===== src/rtl/mem_bank_responder_if.sv =====
// -----------------------------------------------------------------------------
// mem_bank_responder_if
// Memory-side bus between the ECC controller (master) and the dual-port bank
// (slave). Groups the per-port request signals and the read-response signals.
//
// Signals (A and B ports are symmetric):
//   I_en*        request enable
//   I_we*        1 = write, 0 = read (only meaningful with I_en*)
//   I_Add*       address, A_W bits
//   I_Din*       write codeword, R_W bits
//   O_Dout*      read codeword, R_W bits
//   O_valid*     one-cycle pulse qualifying O_Dout*
//   O_collision  one-cycle pulse after a same-address A/B write commit
//
// Build option ERR_INJECT_EN adds I_inj* / I_err_mask* for read-data error
// injection.
// -----------------------------------------------------------------------------
interface mem_bank_responder_if #(
    parameter int A_W = 4,
    parameter int R_W = 12
);
    logic           I_enA;
    logic           I_weA;
    logic [A_W-1:0] I_AddA;
    logic [R_W-1:0] I_DinA;
    logic           I_enB;
    logic           I_weB;
    logic [A_W-1:0] I_AddB;
    logic [R_W-1:0] I_DinB;
    logic [R_W-1:0] O_DoutA;
    logic [R_W-1:0] O_DoutB;
    logic           O_validA;
    logic           O_validB;
    logic           O_collision;
`ifdef ERR_INJECT_EN
    logic           I_injA;
    logic           I_injB;
    logic [R_W-1:0] I_err_maskA;
    logic [R_W-1:0] I_err_maskB;
`endif

    modport master (
        output I_enA, I_weA, I_AddA, I_DinA,
        output I_enB, I_weB, I_AddB, I_DinB,
`ifdef ERR_INJECT_EN
        output I_injA, I_injB, I_err_maskA, I_err_maskB,
`endif
        input  O_DoutA, O_DoutB, O_validA, O_validB, O_collision
    );

    modport slave (
        input  I_enA, I_weA, I_AddA, I_DinA,
        input  I_enB, I_weB, I_AddB, I_DinB,
`ifdef ERR_INJECT_EN
        input  I_injA, I_injB, I_err_maskA, I_err_maskB,
`endif
        output O_DoutA, O_DoutB, O_validA, O_validB, O_collision
    );
endinterface


===== src/rtl/mem_bank_responder.sv =====
// -----------------------------------------------------------------------------
// mem_bank_responder
// Dual-port ECC memory bank: responder end of the controller's memory bus.
// Stores 12-bit Hamming codewords and returns them with per-port programmable
// write latency (WL_*) and read latency (RL_*), each 1..8.
//
// Ports:
//   I_clk    single rising-edge clock for both ports
//   I_rst_n  asynchronous active-low reset (pipelines and outputs cleared,
//            array contents kept)
//   bus      mem_bank_responder_if.slave (requests in, read data/valid and
//            collision pulse out)
//
// Timing: a request is accepted on the edge where I_en*=1. A write commits to
// the array WL edges later. A read samples the array on the acceptance edge
// (read-before-write, no forwarding from pending writes) and the word is
// presented RL cycles after acceptance for one cycle; O_Dout* holds otherwise.
// Same-edge A/B commits to one address: A wins, O_collision pulses next cycle.
//
// Build option: define ERR_INJECT_EN to add I_inj*/I_err_mask* on the bus.
// The mask of an injecting read rides with the request and is XORed into the
// returned word at the output; the array is never touched.
// -----------------------------------------------------------------------------

// Per-port write and read pipelines. The array itself lives in the top so the
// two ports' commits can be arbitrated in one place.
module mem_bank_port_pipe #(
    parameter int A_W = 4,
    parameter int R_W = 12,
    parameter int WL  = 1,
    parameter int RL  = 2
) (
    input  logic           clk,
    input  logic           rst_n,
    input  logic           en,
    input  logic           we,
    input  logic [A_W-1:0] addr,
    input  logic [R_W-1:0] din,
    input  logic [R_W-1:0] rd_word,    // array word at addr, pre-edge value
    input  logic [R_W-1:0] rd_mask,    // error-injection mask, 0 when unused
    output logic           wr_commit,
    output logic [A_W-1:0] wr_addr,
    output logic [R_W-1:0] wr_data,
    output logic [R_W-1:0] dout,
    output logic           valid
);
    if (WL < 1 || WL > 8) begin : g_bad_wl
        $error("mem_bank_port_pipe: WL=%0d outside 1..8", WL);
    end
    if (RL < 1 || RL > 8) begin : g_bad_rl
        $error("mem_bank_port_pipe: RL=%0d outside 1..8", RL);
    end

    logic [WL-1:0]          wr_vld_pipe_q, wr_vld_pipe_d;
    logic [WL-1:0][A_W-1:0] wr_addr_q, wr_addr_d;
    logic [WL-1:0][R_W-1:0] wr_data_q, wr_data_d;

    logic [RL-1:0]          rd_vld_pipe_q, rd_vld_pipe_d;
    logic [RL-1:0][R_W-1:0] rd_word_q, rd_word_d;
    logic [RL-1:0][R_W-1:0] rd_mask_q, rd_mask_d;

    logic acc_wr, acc_rd;
    assign acc_wr = en & we;
    assign acc_rd = en & ~we;

    always_comb begin
        wr_vld_pipe_d    = wr_vld_pipe_q;
        wr_addr_d        = wr_addr_q;
        wr_data_d        = wr_data_q;
        wr_vld_pipe_d[0] = acc_wr;
        wr_addr_d[0]     = addr;
        wr_data_d[0]     = din;
        for (int i = 1; i < WL; i++) begin
            wr_vld_pipe_d[i] = wr_vld_pipe_q[i-1];
            wr_addr_d[i]     = wr_addr_q[i-1];
            wr_data_d[i]     = wr_data_q[i-1];
        end
    end

    // Read stages only load on a valid token so the last stage (and thus
    // dout) holds its previous word between responses.
    always_comb begin
        rd_vld_pipe_d    = rd_vld_pipe_q;
        rd_word_d        = rd_word_q;
        rd_mask_d        = rd_mask_q;
        rd_vld_pipe_d[0] = acc_rd;
        if (acc_rd) begin
            rd_word_d[0] = rd_word;
            rd_mask_d[0] = rd_mask;
        end
        for (int i = 1; i < RL; i++) begin
            rd_vld_pipe_d[i] = rd_vld_pipe_q[i-1];
            if (rd_vld_pipe_q[i-1]) begin
                rd_word_d[i] = rd_word_q[i-1];
                rd_mask_d[i] = rd_mask_q[i-1];
            end
        end
    end

    always_ff @(posedge clk or negedge rst_n) begin
        if (!rst_n) begin
            wr_vld_pipe_q <= '0;
            wr_addr_q     <= '0;
            wr_data_q     <= '0;
            rd_vld_pipe_q <= '0;
            rd_word_q     <= '0;
            rd_mask_q     <= '0;
        end else begin
            wr_vld_pipe_q <= wr_vld_pipe_d;
            wr_addr_q     <= wr_addr_d;
            wr_data_q     <= wr_data_d;
            rd_vld_pipe_q <= rd_vld_pipe_d;
            rd_word_q     <= rd_word_d;
            rd_mask_q     <= rd_mask_d;
        end
    end

    assign wr_commit = wr_vld_pipe_q[WL-1];
    assign wr_addr   = wr_addr_q[WL-1];
    assign wr_data   = wr_data_q[WL-1];
    assign valid     = rd_vld_pipe_q[RL-1];
    // Injection is applied at the output; both terms reset to 0 and hold
    // together, so dout is 0 in reset and stable between responses.
    assign dout      = rd_word_q[RL-1] ^ rd_mask_q[RL-1];
endmodule

module mem_bank_responder #(
    parameter int A_W  = 4,
    parameter int R_W  = 12,
    parameter int WL_A = 1,
    parameter int RL_A = 2,
    parameter int WL_B = 1,
    parameter int RL_B = 2
) (
    input  logic                 I_clk,
    input  logic                 I_rst_n,
    mem_bank_responder_if.slave  bus
);
    localparam int DEPTH = 2**A_W;

    // Array is intentionally not reset; contents are undefined until written.
    logic [R_W-1:0] mem_array [DEPTH];

    logic [R_W-1:0] mask_a, mask_b;
`ifdef ERR_INJECT_EN
    assign mask_a = bus.I_injA ? bus.I_err_maskA : '0;
    assign mask_b = bus.I_injB ? bus.I_err_maskB : '0;
`else
    assign mask_a = '0;
    assign mask_b = '0;
`endif

    logic           wa_commit, wb_commit;
    logic [A_W-1:0] wa_addr, wb_addr;
    logic [R_W-1:0] wa_data, wb_data;

    mem_bank_port_pipe #(.A_W(A_W), .R_W(R_W), .WL(WL_A), .RL(RL_A)) u_port_a (
        .clk       (I_clk),
        .rst_n     (I_rst_n),
        .en        (bus.I_enA),
        .we        (bus.I_weA),
        .addr      (bus.I_AddA),
        .din       (bus.I_DinA),
        .rd_word   (mem_array[bus.I_AddA]),
        .rd_mask   (mask_a),
        .wr_commit (wa_commit),
        .wr_addr   (wa_addr),
        .wr_data   (wa_data),
        .dout      (bus.O_DoutA),
        .valid     (bus.O_validA)
    );

    mem_bank_port_pipe #(.A_W(A_W), .R_W(R_W), .WL(WL_B), .RL(RL_B)) u_port_b (
        .clk       (I_clk),
        .rst_n     (I_rst_n),
        .en        (bus.I_enB),
        .we        (bus.I_weB),
        .addr      (bus.I_AddB),
        .din       (bus.I_DinB),
        .rd_word   (mem_array[bus.I_AddB]),
        .rd_mask   (mask_b),
        .wr_commit (wb_commit),
        .wr_addr   (wb_addr),
        .wr_data   (wb_data),
        .dout      (bus.O_DoutB),
        .valid     (bus.O_validB)
    );

    // B is written first so A's nonblocking update wins on an address tie.
    always_ff @(posedge I_clk) begin
        if (wb_commit) mem_array[wb_addr] <= wb_data;
        if (wa_commit) mem_array[wa_addr] <= wa_data;
    end

    logic collision_d, collision_q;
    assign collision_d = wa_commit & wb_commit & (wa_addr == wb_addr);

    always_ff @(posedge I_clk or negedge I_rst_n) begin
        if (!I_rst_n) collision_q <= 1'b0;
        else          collision_q <= collision_d;
    end

    assign bus.O_collision = collision_q;
endmodule

===== src/flat_wrapper.sv =====
// flat-port wrapper written by rule: the top's interface ports become plain ports
module mem_bank_responder_flat 
#(
    parameter int A_W  = 4,
    parameter int R_W  = 12,
    parameter int WL_A = 1,
    parameter int RL_A = 2,
    parameter int WL_B = 1,
    parameter int RL_B = 2
)
  (I_clk, I_rst_n, bus_I_enA, bus_I_weA, bus_I_AddA, bus_I_DinA, bus_I_enB, bus_I_weB, bus_I_AddB, bus_I_DinB, bus_O_DoutA, bus_O_DoutB, bus_O_validA, bus_O_validB, bus_O_collision);
  mem_bank_responder_if #(.A_W(A_W), .R_W(R_W)) bus_i ();
  input  logic I_clk;
  input  logic I_rst_n;
  input wire logic [$bits(bus_i.I_enA)-1:0] bus_I_enA;
  input wire logic [$bits(bus_i.I_weA)-1:0] bus_I_weA;
  input wire logic [$bits(bus_i.I_AddA)-1:0] bus_I_AddA;
  input wire logic [$bits(bus_i.I_DinA)-1:0] bus_I_DinA;
  input wire logic [$bits(bus_i.I_enB)-1:0] bus_I_enB;
  input wire logic [$bits(bus_i.I_weB)-1:0] bus_I_weB;
  input wire logic [$bits(bus_i.I_AddB)-1:0] bus_I_AddB;
  input wire logic [$bits(bus_i.I_DinB)-1:0] bus_I_DinB;
  output wire logic [$bits(bus_i.O_DoutA)-1:0] bus_O_DoutA;
  output wire logic [$bits(bus_i.O_DoutB)-1:0] bus_O_DoutB;
  output wire logic [$bits(bus_i.O_validA)-1:0] bus_O_validA;
  output wire logic [$bits(bus_i.O_validB)-1:0] bus_O_validB;
  output wire logic [$bits(bus_i.O_collision)-1:0] bus_O_collision;
  assign bus_i.I_enA = bus_I_enA;
  assign bus_i.I_weA = bus_I_weA;
  assign bus_i.I_AddA = bus_I_AddA;
  assign bus_i.I_DinA = bus_I_DinA;
  assign bus_i.I_enB = bus_I_enB;
  assign bus_i.I_weB = bus_I_weB;
  assign bus_i.I_AddB = bus_I_AddB;
  assign bus_i.I_DinB = bus_I_DinB;
  assign bus_O_DoutA = bus_i.O_DoutA;
  assign bus_O_DoutB = bus_i.O_DoutB;
  assign bus_O_validA = bus_i.O_validA;
  assign bus_O_validB = bus_i.O_validB;
  assign bus_O_collision = bus_i.O_collision;
  mem_bank_responder #(.A_W(A_W), .R_W(R_W), .WL_A(WL_A), .RL_A(RL_A), .WL_B(WL_B), .RL_B(RL_B)) u_core (.I_clk(I_clk), .I_rst_n(I_rst_n), .bus(bus_i));
endmodule

===== config.mk =====
export PLATFORM = sky130hd
export DESIGN_NAME = mem_bank_responder_flat
export DESIGN_NICKNAME = d
export VERILOG_FILES = /design/src/rtl/mem_bank_responder_if.sv /design/src/rtl/mem_bank_responder.sv /design/src/flat_wrapper.sv
export SDC_FILE = /design/constraint.sdc
export NUM_CORES = 1
export LEC_CHECK = 0
export ABC_AREA = 1
export BUFFER_PORTS_ARGS = -buffer_cell sky130_fd_sc_hd__buf_2
export CAP_MARGIN = 0
export CORE_ASPECT_RATIO = 1.4
export CORE_UTILIZATION = 30
export CTS_CLUSTER_DIAMETER = 80
export DETAILED_ROUTE_END_ITERATION = 7
export GPL_TIMING_DRIVEN = 0
export PLACE_DENSITY = 0.54
export SLEW_MARGIN = 20
export SYNTH_ARGS = -nofsm -noshare
export SYNTH_HDL_FRONTEND = slang
export SYNTH_SLANG_ARGS = --single-unit

===== constraint.sdc =====
create_clock -name I_clk -period 2.6 [get_ports I_clk]
set_input_delay 0.39 -clock I_clk [delete_from_list [all_inputs] [get_ports I_clk]]
set_output_delay 0.39 -clock I_clk [all_outputs]
set_load 0.05 [all_outputs]

# After elaboration in Yosys (flattened, before gate mapping)
# Memory sizes are Yosys's and may differ from the RTL's. A register that Yosys moved wholly into a read port is not among the register bits.
# Index checks and enable logic that the tools add are counted.
classes:
  eq_ne: 1
  mux: 4
  n_bitwise: 8
  n_reduce_logical: 2
ops:
  columns: ["op", "n"]
  rows:
  - ["1-bit AND", 6]
  - ["4-bit == test", 1]
  - ["1-bit two-way mux", 4]
  - ["1-bit zero test", 2]
  - ["1-bit NOT", 2]
word_totals:
  ff_bits: 63
  mem_bits_rw: 192
  input_bits: 38
  output_inout_bits: 27
  word_cells: 27
  memories: 1
mem_list:
  columns: ["memory", "depth", "word_bits", "read_ports", "rd_clocked_by_memory_dff", "write_ports", "line", "rtl"]
  rows:
  - ["u_core.mem_array", 16, 12, 2, 2, 2, "mem_bank_responder.sv:142", "logic [R_W-1:0] mem_array [DEPTH];"]

# Logic depth before layout (Yosys ltp)
depth:
  ltp_word: 2
  depth_mapped: 12
  mapped_depth_nobuf: 9

# Modules after synthesis
# From an unflattened synthesis, not the netlist that was laid out.
hier_totals:
  hier_cells: 2234
  hier_area_um2: 17443.0
modules_own_cells:
  columns: ["mod", "n_inst", "cells_each", "area_per_inst_um2", "seq_area_each_um2"]
  rows:
  - ["mem_bank_responder", 1, 1754, 12388.1, 5790.6]
  - ["mem_bank_port_pipe", 2, 240, 2527.4, 1676.6]

# Worst setup path after synthesis
# OpenSTA, ideal clock, no wires.
synth_timing:
  kind: "register -> register"
  startpoint: "register u_core.u_port_a.wr_addr_q, in the netlist u_core.u_port_a.wr_addr[1]"
  endpoint: "memory u_core.mem_array[10][0] (enable)"
  arrival_ns: 1.521
  required_ns: 2.184
  path_slack_ns: 0.663
  path_stages_with_launch: 8
  n_path_buf: 1
  period_less_slack_ns: 1.937
  cell_sequence: "dfrtp_1 -> inv_1 -> nor2_1 -> nand2_1 -> inv_1 -> nand2_1 -> clkbuf_1 -> o21ai_0"
synth_lines:
  columns: ["item", "line", "rtl"]
  rows:
  - ["from (decl)", "mem_bank_responder.sv:55", "logic [WL-1:0][A_W-1:0] wr_addr_q, wr_addr_d;"]
  - ["from (signal assigned)", "mem_bank_responder.sv:110", "wr_addr_q <= wr_addr_d;"]
  - ["to (decl)", "mem_bank_responder.sv:142", null]

==> results_dict.tcl <==
set metrics [dict create \
    status "finished with violations" \
    violations "negative setup slack" \
    place_ws_ns -0.294 \
    timing.rr.end "u_core.mem_array[9][7]" \
    sw_frac_of_total_pct 30.7 \
    hold_end "u_core.u_port_a.wr_addr[1]" \
    grt_use_met3_pct 4.74 \
    period_needed_ns 2.62 \
    rsz0062_at_grt "no" \
    whs_ns 0.0308 \
    grt_busiest_layer "met2" \
    nNetsFinal 2010 \
    worstPathRequired_ns 2.83 \
    cpPeakStageDelay_ns 0.50 \
    cts_root_buf "clkbuf_16" \
    cts.sinks 279 \
    tns_ns -0.177 \
    fin_crit_sh_pct 101 \
    clock_latency_ns 0.61 \
    yosysWarnings 0 \
    io-pin-count 65 \
    grt_pass1_wl_mm 98.2 \
    final-setup-viol-count 12 \
    timing.fmax_ghz 0.381 \
    reg2regPathDepth 5 \
    worst_slew_pin_slew_ns 1.21 \
    endpoint_kind "flop" \
    final_common_cell "nand2_1" \
    critPathTopFamily "simple AND/OR/NAND/NOR gates" \
    rrSetupSlack_ns -0.02 \
    globalplace.congestion 0.999 \
    initial_utilization_pct 30.6 \
    slew_viol_final 0 \
    grt_max_degree 54 \
    cts_tree "done" \
    grt_use_total_pct 27.9 \
    power_density_nw_per_um2 661 \
    slew_headroom_pct 19.2 \
    fin_ws_ns -0.0219 \
    crit_path_start_kind "flop" \
    whs_path_depth 1 \
    hpwl_mm 51.0 \
    comb_power_share_pct 17.5 \
    seqPwrFrac_pct 45.0 \
    cts_htree_levels 1 \
    syn_nets 1867 \
    rr_startpoint "u_core.u_port_a.wr_commit" \
    ys_seq_area_share_pct 53.7 \
    dieWidth_um 190 \
    p_sw_uw 3540 \
    layout-drive-gt1-share_pct 11.9 \
    synth_ff_type "edfxtp_1" \
    fin_cells 2627 \
    wl_per_cell_um 26.6 \
    avgSynthCellArea_um2 8.08 \
    p_clk_share_pct 37.5 \
    layout_common_cells "789 x nand2_1, 295 x nand3_1, 192 x edfxtp_1" \
    area_delta_synth_final_pct 17.9 \
    drt_pass1_iterations 6 \
    synth_seq_cells 279 \
    critPathKind "reg2reg" \
    numCtsBuffers 30 \
    remaining_drc_errors 0 \
    hold_viol 0 \
    crit_cells 5 \
    cellInternalPower_uw 7980 \
    startpoint "u_core.u_port_a.wr_commit" \
    hp-start "bus_I_AddA[1]" \
    grt.overflow.total 0 \
    clock_path_buffers 3 \
    place.port_buffers 64 \
    synth_area_um2 14800 \
    die_h_um 265 \
    viasPerCell 5.39 \
    leakage_uw 0.00764 \
    maxCapViolations 0 \
    skew_ns 0.0209 \
    synth_edf_count 192 \
    crit_fanout 12 \
    grt_pass1_vias 13631 \
    core_region_area_um2 48300 \
    use_met1_pct 32.4 \
    ir_drop_mv 0.500 \
    postCtsSetupRepairBufs 0 \
    cp_cell_sequence "inv_1 > nor3_2 > nand2_1 > clkbuf_1 > o21ai_2" \
    routed_wl_mm 69.8 \
    netlist_instances 1829 \
    worst-path-buf-inv 2 \
    ant_nets 0 \
    netlist-cell-type-count 20 \
    critPathArrivalTime_ns 2.85 \
    dp_cells 2534 \
    rows 95 \
    dieArea_um2 50200 \
    fill_cells 5105 \
    cp_slowest_cell "dfrtp_2" \
    hold_class "in2reg" \
    antenna_found_initial 2 \
    synthArstFlopShare_pct 31.2 \
    num_vias 14163 \
    clk_transition_reported_paths_ns 0.06 \
    p_total_uw 11500 \
    grt_use_met2_pct 45.4 \
    drt_iter0_drc 1585 \
]
[synth_stat cells (12+ instances only)]
| cell | count | area share (%) |
|---|---|---|
| o21ai_0 | 203 | 6.9 |
| buf_4 | 37 | 1.9 |
| edfxtp_1 | 192 | 39 |
| buf_1 | 19 | 0.48 |
| inv_1 | 50 | 1.3 |
| dfrtp_1 | 87 | 15 |
| buf_2 | 30 | 1.0 |
| mux2_2 | 24 | 1.8 |
| nand2_1 | 790 | 20 |
| nand3_1 | 295 | 10 |
| clkbuf_1 | 76 | 1.9 |
| nor2_1 | 12 | 0.30 |
[area by class of cell]
cell class	instances	area, um^2	share of cell area, %
sequential	279	7940	45.6
multi-input combinational	1336	5920	34.0
clock buffer	39	836	4.80
timing repair buffer	111	823	4.72
buffer	162	790	4.53
tap	630	788	4.52
inverter	52	195	1.12
clock inverter	17	129	0.739
antenna	1	2.50	0.0144
[state kept, by name (all words and copies together) (netlist names)]
signal	cells
u_core.u_port_a.rd_word_q	24
u_core.bus.O_collision	1
u_core.u_port_b.rd_vld_pipe_q	2
u_core.u_port_b.rd_word_q	24
u_core.u_port_b.wr_commit	1
u_core.u_port_b.wr_data	12
u_core.u_port_a.rd_vld_pipe_q	2
u_core.u_port_b.wr_addr	4
u_core.mem_array	192
u_core.u_port_a.wr_commit	1
u_core.u_port_a.wr_data	12
u_core.u_port_a.wr_addr	4
[worst max-delay path by stage]
| stage | slack, ns | to |
|---|---|---|
| floorplan | 0.66 | u_core.mem_array[10][0] |
| finish | -0.02 | u_core.mem_array[9][7] |
| CTS | 0.1 | u_core.mem_array[8][7] |
| global route | 0.01 | u_core.mem_array[9][3] |
| detailed placement | -0.29 | u_core.mem_array[7][3] |
| global placement | -0.86 | u_core.mem_array[7][1] |
[cells by family after synthesis]
group	share of synthesized area (%)
buffers and inverters	6.63
AO/OA/AOI/OAI	7.20
flip-flops	53.7
AND/OR/NAND/NOR	30.5
multiplexers	1.83
XOR/XNOR	0.0593
[power by group through the flow]
stage / registers [uW] / logic (uW) / clock network, uW
6_report: 5180 / 2020 / 4320
5_1_grt: 5210 / 2140 / 4510
4_1_cts: 5180 / 1990 / 4360
3_5_place_dp: 5270 / 1940 / 0
3_3_place_gp: 5270 / 1910 / 0
2_1_floorplan: 5210 / 1230 / 0
[what timing repair did]
action	in CTS	in global routing
gates resized for setup	7	5
setup endpoints to repair	58	7
hold endpoints to repair	67	0
hold buffers	36	0
[stage by stage]
step	utilization (%)	instance area, um^2
2_1_floorplan	-	14800
3_3_place_gp	32.9	15900
3_5_place_dp	33.3	16100
4_1_cts	36.1	17400
5_1_grt	36.1	17400
6_report	36.1	17400
[routing by layer]
| metal | vias up | share of wire, % |
|---|---|---|
| li1 | 6357 | - |
| met1 | 6757 | 36 |
| met2 | 816 | 47 |
| met3 | 231 | 8.3 |
| met4 | 2 | 8.9 |
| met5 | - | 0.020 |
Power figures use the tool's default switching activity.
